<file path="src/rtl/bus_rcv_if.sv">
// bus_rcv_if: receive-side bus bundle between the bus/strobe producer and
// the bus_rcv capture FIFO. The master drives the bus word and strobes; the
// slave (bus_rcv) returns the FIFO head and status.
interface bus_rcv_if #(
    parameter int n = 4
);
    logic [n-1:0] B;     // shared bus value
    logic         L;     // load strobe
    logic         R;     // pop head entry
    logic         Clr;   // clear sticky overflow
    logic [n-1:0] Q;     // FWFT head, 0 when empty
    logic         V;     // head valid
    logic         Full;  // all entries occupied
    logic         Ovf;   // sticky dropped-load flag

    modport master (output B, L, R, Clr, input Q, V, Full, Ovf);
    modport slave  (input B, L, R, Clr, output Q, V, Full, Ovf);
endinterface

</file>
<file path="src/rtl/bus_rcv.sv">
// bus_rcv: receiving end of the shared tri-state bus. Captures B on L into a
// DEPTH-entry first-word-fall-through FIFO, popped by R. Reports V/Full and a
// sticky Ovf for loads dropped while full.
// Optional feature macro: RCV_CAPTURE_COUNT_EN adds Cnt[7:0], a wrapping
// count of accepted pushes.
module bus_rcv #(
    parameter int n     = 4,
    parameter int DEPTH = 4,
    parameter int AW    = 2
) (
    input  logic       Clk,
    input  logic       Rst,
    bus_rcv_if.slave   bus
`ifdef RCV_CAPTURE_COUNT_EN
    ,
    output logic [7:0] Cnt
`endif
);
    localparam logic [AW:0] FULL_CNT = (AW+1)'(DEPTH);
    localparam logic [AW:0] CNT_ONE  = (AW+1)'(1);
    localparam logic [AW-1:0] PTR_ONE = AW'(1);

    logic [n-1:0]  mem [DEPTH];
    logic [AW-1:0] wr, rd;
    logic [AW:0]   cnt;
    logic          v, full;
    logic          push, pop, drop;

    assign v    = (cnt != '0);
    assign full = (cnt == FULL_CNT);

    // A pop frees a slot this edge, so a load while full is still taken if R
    // pops at the same time. Pop on empty is ignored, which also means L+R on
    // empty degenerates to a plain push.
    assign pop  = bus.R && v;
    assign push = bus.L && (!full || pop);
    assign drop = bus.L && full && !pop;

    // Storage: contents are don't-care after reset, so no reset here.
    always_ff @(posedge Clk) begin
        if (push)
            mem[wr] <= bus.B;
    end

    // Pointers and occupancy; Rst discards everything held.
    always_ff @(posedge Clk) begin
        if (Rst) begin
            wr  <= '0;
            rd  <= '0;
            cnt <= '0;
        end else begin
            if (push) wr <= wr + PTR_ONE;
            if (pop)  rd <= rd + PTR_ONE;
            case ({push, pop})
                2'b10:   cnt <= cnt + CNT_ONE;
                2'b01:   cnt <= cnt - CNT_ONE;
                default: cnt <= cnt;
            endcase
        end
    end

    // Sticky overflow: a drop in the same cycle as Clr leaves the flag set.
    always_ff @(posedge Clk) begin
        if (Rst)
            bus.Ovf <= 1'b0;
        else if (drop)
            bus.Ovf <= 1'b1;
        else if (bus.Clr)
            bus.Ovf <= 1'b0;
    end

`ifdef RCV_CAPTURE_COUNT_EN
    // Accepted-push counter; wraps naturally at 8 bits, ignores Clr.
    always_ff @(posedge Clk) begin
        if (Rst)
            Cnt <= '0;
        else if (push)
            Cnt <= Cnt + 8'd1;
    end
`endif

    // Outputs depend only on registered state, never on B/L/R directly.
    assign bus.Q    = v ? mem[rd] : '0;
    assign bus.V    = v;
    assign bus.Full = full;
endmodule
</file>
<file path="src/flat_wrapper.sv">
// flat-port wrapper written by rule: the top's interface ports become plain ports
module bus_rcv_flat 
#(
    parameter int n     = 4,
    parameter int DEPTH = 4,
    parameter int AW    = 2
)
  (Clk, Rst, bus_B, bus_L, bus_R, bus_Clr, bus_Q, bus_V, bus_Full, bus_Ovf);
  bus_rcv_if #(.n(n)) bus_i ();
  input  logic Clk;
  input  logic Rst;
  input wire logic [$bits(bus_i.B)-1:0] bus_B;
  input wire logic [$bits(bus_i.L)-1:0] bus_L;
  input wire logic [$bits(bus_i.R)-1:0] bus_R;
  input wire logic [$bits(bus_i.Clr)-1:0] bus_Clr;
  output wire logic [$bits(bus_i.Q)-1:0] bus_Q;
  output wire logic [$bits(bus_i.V)-1:0] bus_V;
  output wire logic [$bits(bus_i.Full)-1:0] bus_Full;
  output wire logic [$bits(bus_i.Ovf)-1:0] bus_Ovf;
  assign bus_i.B = bus_B;
  assign bus_i.L = bus_L;
  assign bus_i.R = bus_R;
  assign bus_i.Clr = bus_Clr;
  assign bus_Q = bus_i.Q;
  assign bus_V = bus_i.V;
  assign bus_Full = bus_i.Full;
  assign bus_Ovf = bus_i.Ovf;
  bus_rcv #(.n(n), .DEPTH(DEPTH), .AW(AW)) u_core (.Clk(Clk), .Rst(Rst), .bus(bus_i));
endmodule
</file>
<file path="config.mk">
export PLATFORM = sky130hd
export DESIGN_NAME = bus_rcv_flat
export DESIGN_NICKNAME = d
export VERILOG_FILES = /design/src/rtl/bus_rcv_if.sv /design/src/rtl/bus_rcv.sv /design/src/flat_wrapper.sv
export SDC_FILE = /design/constraint.sdc
export NUM_CORES = 1
export LEC_CHECK = 0
export ABC_AREA = 1
export CAP_MARGIN = 5
export CORE_AREA = 3 3 51 53
export CTS_CLUSTER_DIAMETER = 200
export DETAILED_ROUTE_END_ITERATION = 7
export DIE_AREA = 0 0 54 56
export PLACE_DENSITY_LB_ADDON = 0.2
export SYNTH_ARGS = -nofsm -noshare
export SYNTH_HDL_FRONTEND = slang
export SYNTH_SLANG_ARGS = --single-unit
export TNS_END_PERCENT = 50
</file>
<file path="constraint.sdc">
create_clock -name Clk -period 3.25 [get_ports Clk]
set_clock_uncertainty 0.2 [all_clocks]
set_input_delay 0.4875 -clock Clk [delete_from_list [all_inputs] [get_ports Clk]]
set_output_delay 0.4875 -clock Clk [all_outputs]
set_load 0.01 [all_outputs]
</file>
==> results of run 1 <==
## cells in the final DEF (no fill, tap or decap), types with 2 or more instances in the layout
cell type / instances
nand2_1: 5
o21ai_0: 10
nand4_1: 2
nand2_2: 2
clkbuf_4: 3
nand2_4: 2
clkdlybuf4s50_1: 15
ha_1: 4
nand3_1: 5
dfxtp_1: 10
edfxtp_1: 16
inv_1: 19
nor2_1: 25
a21oi_1: 9
## worst paths after layout
| check | from | end | slack (ns) | cells after the start |
|---|---|---|---|---|
| hold / removal | u_core.bus.Ovf | u_core.bus.Ovf | 0.27 | 2 |
| setup / recovery | flip-flop | bus_Q[1] | 0.69 | 4 |
| hold reg to reg | u_core.bus.Ovf | u_core.bus.Ovf | 0.27 | 2 |
| setup reg to reg | u_core.cnt[2] | u_core.cnt[2] | 1.40 | 10 |
## per-stage QoR
stage / util, % / power (mW) / cells / setup slack (ns) / hold slack (ns)
finish: 63.8 / 0.867 / 164 / 0.688 / 0.274
global route: 63.8 / 0.922 / 164 / 0.576 / 0.316
CTS: 63.8 / 0.874 / 164 / 0.701 / 0.275
detailed placement: 61.5 / 0.657 / 160 / 0.809 / 0.256
global placement: 61.5 / 0.649 / 160 / 0.867 / 0.250
floorplan: - / 0.558 / 118 / 1.52 / 0.281
## metal layers
layer | track usage, % | vias up | part of all wire, %
met5 | 0 | - | 0
met2 | 27.9 | 12 | 49
met1 | 21.5 | 387 | 47
li1 | - | 423 | -
met3 | 3.22 | 2 | 2.7
met4 | 5.34 | 0 | 0.57
## report_power, final
group,switching (mW),total [mW],internal (mW)
clock network,0.0940,0.219,0.125
logic,0.135,0.243,0.108
registers,0.0239,0.406,0.382
total,0.253,0.867,0.614
## critical path, delay by kind of cell (launching register included)
family	cells	cell delay (ns)
buffers and inverters	2	0.69
flip-flops	1	0.52
AO/OA/AOI/OAI	2	0.33
## cells by family after synthesis
logic type / count (synthesis)
simple gates: 45
flops: 26
compound gates: 22
buf+inv: 20
fa+ha+maj: 5
## flip-flops by register name, summed over array words and instances (netlist names), named ones only
signal	cells
u_core.wr	2
u_core.mem	16
u_core.bus.Ovf	1
u_core.rd	2
u_core.cnt	3
## final cells by class
class / count / area, um2
Clock inverter: 1 / 30.0
Sequential cell: 26 / 681
Multi-Input combinational cell: 72 / 409
Clock buffer: 3 / 22.5
Tap cell: 28 / 35.0
Inverter: 19 / 71.3
Timing Repair Buffer: 15 / 150
Fill cell: 189 / 792
==> flow_summary.toml, run 1 <==
[place]
dpl_cell_area_mm2 = 0.00135
globalplace.congestion = 0.739
portBuffers = 15
dp.final_hpwl_mm = 1.61

[worst_setup_path]
critPathMaxFanout = 9
slowest_stage = "dfxtp_1"
crit_chain = "inv_1 -> o21ai_0 -> a21oi_1 -> clkdlybuf4s50_1"
cp-end-kind = "output pin"
worst_ep_required_time_ns = 2.56
cpPeakStageDelay_ns = 0.52
startpoint_type = "flip-flop"
crit_arrival_ns = 1.87
critical_path_class = "flip-flop to output pin"

[logic_synthesis]
syn-num-nets = 132
synth_compound_area_share_pct = 10.6
synth_most_common_cell = "nor2_1"
avgSynthCellArea_um2 = 9.88
ys_types = 21
synth-simple-area-share_pct = 18.5
ys_ff_latch = 26
synth_xor_xnor_area_share_pct = 0
yosysSeqAreaShare_pct = 58.4
syn-instance-count = 118
synth-edff-count = 16
async_flop_share_pct = 0
synth_common_cells = "nor2_1, inv_1, edfxtp_1"
synth_area_leader_cell = "edfxtp_1"
synth_top_family_by_area = "simple AND/OR/NAND/NOR gates"
synth_top_area_share_pct = 41.2
synth.area.mux_share_pct = 0
netlist_top_cells_area = "edfxtp_1, dfxtp_1, nor2_1"
synth_warnings = 0
ys.flop_type = "edfxtp_1"
syn_area_mm2 = 0.00117
synth-adder-area-share_pct = 6.01

[power]
irDropWorstVdd_mv = 0.358
p_per_area_mw_per_mm2 = 620
power_leakage_nw = 0.562

[clocking]
clkLatencyLatePin_ns = 0.32
post_cts.repair.setup_buffers = 0
clockRootBuffer = "clkbuf_4"
cts_tree = "built"
holdBufCountCts = 0
htreeDepth = 1
cts_buffers = 3
cts.repair.resized = 0
cts.clk_slew.worst_paths_ns = 0.14
clock_sink_count = 26
clockBufferDepth = 2

[timing]
period_minus_slack_ns = 2.56
slew-limit-headroom_pct = 73.9
rsz0062_at_grt = "false"
fin_tns_setup_ns = 0
slew_viol_final = 0
fmax_ghz = 0.390
setup_viol_count_final = 0
final-hold-violation-count = 0
fin_crit_sh_pct = 78.8
worstMarginPinSlew_ns = 0.390

[drt]
dr.pass1.iters = 4
ant_nets = 0
drtIter0Drc = 17
drc = 0
viasPerCell = 5.02
wire_per_inst_um = 12.9
vias = 824
wirelength_mm = 2.11

[grt]
grt_overflow = 0
grt_use_total_pct = 16.8
grt_pass1_wl_mm = 3.72
grt_pass1_vias = 871
grt_max_degree = 16
antenna_found_initial = 0

[die]
die_y_um = 56
rows = 17
die_width_um = 54
core_area_mm2 = 0.00219
start_util_pct = 53.2
design.die.area_mm2 = 0.00302
ioPinCount = 16

[outcome]
status = "complete, no violations"

[layout]
design_area_mm2 = 0.00140
drive_gt1_share_pct = 8.09
nets = 151
n_antenna_cell = 0
area_growth_pct = 20.0

[hold_path]
hold_class = "flip-flop to flip-flop"

[flow_run]
max_cap_viol_count = 0
Note: power is estimated with default switching activity, not from simulation.
==> run 2, diff against run 1 <==
--- a/config.mk
+++ b/config.mk
@@ -7,10 +7,10 @@
 export LEC_CHECK = 0
 export ABC_AREA = 1
 export CAP_MARGIN = 5
-export CORE_AREA = 3 3 51 53
+export CORE_AREA = 3 3 54 56
 export CTS_CLUSTER_DIAMETER = 200
 export DETAILED_ROUTE_END_ITERATION = 7
-export DIE_AREA = 0 0 54 56
+export DIE_AREA = 0 0 57 59
 export PLACE_DENSITY_LB_ADDON = 0.2
 export SYNTH_ARGS = -nofsm -noshare
 export SYNTH_HDL_FRONTEND = slang
==> constraint.sdc (replaced) <==
create_clock -name Clk -period 2.2 [get_ports Clk]
set_clock_uncertainty 0.2 [all_clocks]
set_input_delay 0.33 -clock Clk [delete_from_list [all_inputs] [get_ports Clk]]
set_output_delay 0.33 -clock Clk [all_outputs]
set_load 0.01 [all_outputs]
==> flow_summary.toml, run 2 (synthesized netlist as in run 1, its figures left out) <==
[layout]
n_antenna_cell = 0
top_register = "u_core.mem"
final_common_cell = "nor2_1"
nets = 155
fillers = 219
multi_input_area_um2 = 409
final_cell_mix = "nor2_1, inv_1, edfxtp_1"
seqCellArea_um2 = 688
largest_register_ffs = 16
area_growth_pct = 22.2
drive_gt1_share_pct = 12.9
top_regs = "u_core.mem (16), u_core.cnt (3)"

[drt]
dr.pass1.iters = 4
vias = 816
ant_nets = 0
wire_per_inst_um = 11.4
drtIter0Drc = 24
wirelength_mm = 1.94
drc = 0
viasPerCell = 4.80

[power]
power_leakage_nw = 0.611
irDropWorstVdd_mv = 0.548
p_per_area_mw_per_mm2 = 828

[timing]
worstMarginPinSlew_ns = 0.390
setup_viol_count_final = 0
slew_viol_final = 0
fin_crit_sh_pct = 94.8
period_minus_slack_ns = 2.09
setup_slack_ns = 0.114
fin_tns_setup_ns = 0
fmax_ghz = 0.479
final-hold-violation-count = 0
slew-limit-headroom_pct = 73.9
rsz0062_at_grt = "false"

[grt]
grt_pass1_vias = 778
grt_use_total_pct = 13.2
grt_pass1_wl_mm = 3.30
grt_max_degree = 15
antenna_found_initial = 0
grt_overflow = 0

[clocking]
clockBufferDepth = 2
clkLatencyLatePin_ns = 0.31
clockRootBuffer = "clkbuf_4"
cts_tree = "built"
cts.clk_slew.worst_paths_ns = 0.12
holdBufCountCts = 0
htreeDepth = 1
post_cts.repair.setup_buffers = 0
clock_sink_count = 26
cts_buffers = 3

[place]
post-place-ws_ns = 0.00483
dp.final_hpwl_mm = 1.48
globalplace.congestion = 0.811
portBuffers = 15

[die]
ioPinCount = 16
die_y_um = 59
design.die.area_mm2 = 0.00336
die_width_um = 57
core_area_mm2 = 0.00248
rows = 18
start_util_pct = 47.1

[flow_run]
max_cap_viol_count = 0

[worst_setup_path]
startpoint_type = "flip-flop"
cp-end-kind = "output pin"
crit_arrival_ns = 1.56
critPathMaxFanout = 4
critical_path_class = "flip-flop to output pin"
worst_ep_required_time_ns = 1.67

[hold_path]
hold_class = "flip-flop to flip-flop"

[outcome]
status = "complete, no violations"
==> run 2: timing repair <==
| item | 4_1_cts | 5_1_grt |
|---|---|---|
| setup endpoints to repair | 4 | 2 |
| pin swaps | 0 | 0 |
| gates resized for setup | 7 | 2 |
==> run 2: final timing paths <==
path | slack (ns) | startpoint | depth (start not counted) | end
max | 0.11 | u_core.cnt[0] | 4 | bus_Full
min reg2reg | 0.28 | u_core.bus.Ovf | 2 | u_core.bus.Ovf
min | 0.28 | u_core.bus.Ovf | 2 | u_core.bus.Ovf
max reg2reg | 0.36 | u_core.cnt[2] | 10 | u_core.cnt[2]
==> run 2: through the flow <==
stage	total power, mW	cell area [um2]	instances	hold slack, ns	util [%]
floorplan	0.825	1170	118	0.199	-
global placement	0.968	1380	166	0.254	55.7
detailed placement	0.977	1380	166	0.258	55.7
CTS	1.20	1420	170	0.279	57.3
global route	1.26	1430	170	0.302	57.5
finish	1.18	1430	170	0.278	57.5
==> run 2: final cells by class <==
class / count / area share, %
inverters: 19 / 5.00
flip-flops and latches: 26 / 48.3
repair buffers: 19 / 12.8
clock buffers: 4 / 2.55
well taps: 30 / 2.63
multi-input cells: 72 / 28.7
==> run 2: layer usage <==
metal	GRT usage (%)	up-vias	routed length (um)	part of all wire, %
met5	0	-	0	0
met4	5.96	0	21	1.1
met3	4.14	2	88	4.5
met2	21.4	15	974	50
met1	16.2	367	852	44
li1	-	432	-	-
==> run 2: power breakdown <==
group	switching [mW]	internal [mW]	leakage [nW]
logic	0.198	0.155	0.359
clock network	0.126	0.101	0.0210
registers	0.0339	0.566	0.231
total	0.358	0.821	0.611
==> run 2: critical path, stage by stage, from the launching register on <==
cell and delay [ns]:
dfxtp_1 0.35, nor2_4 0.16, nand2_2 0.11, inv_1 0.08
clkdlybuf4s50_1 0.53
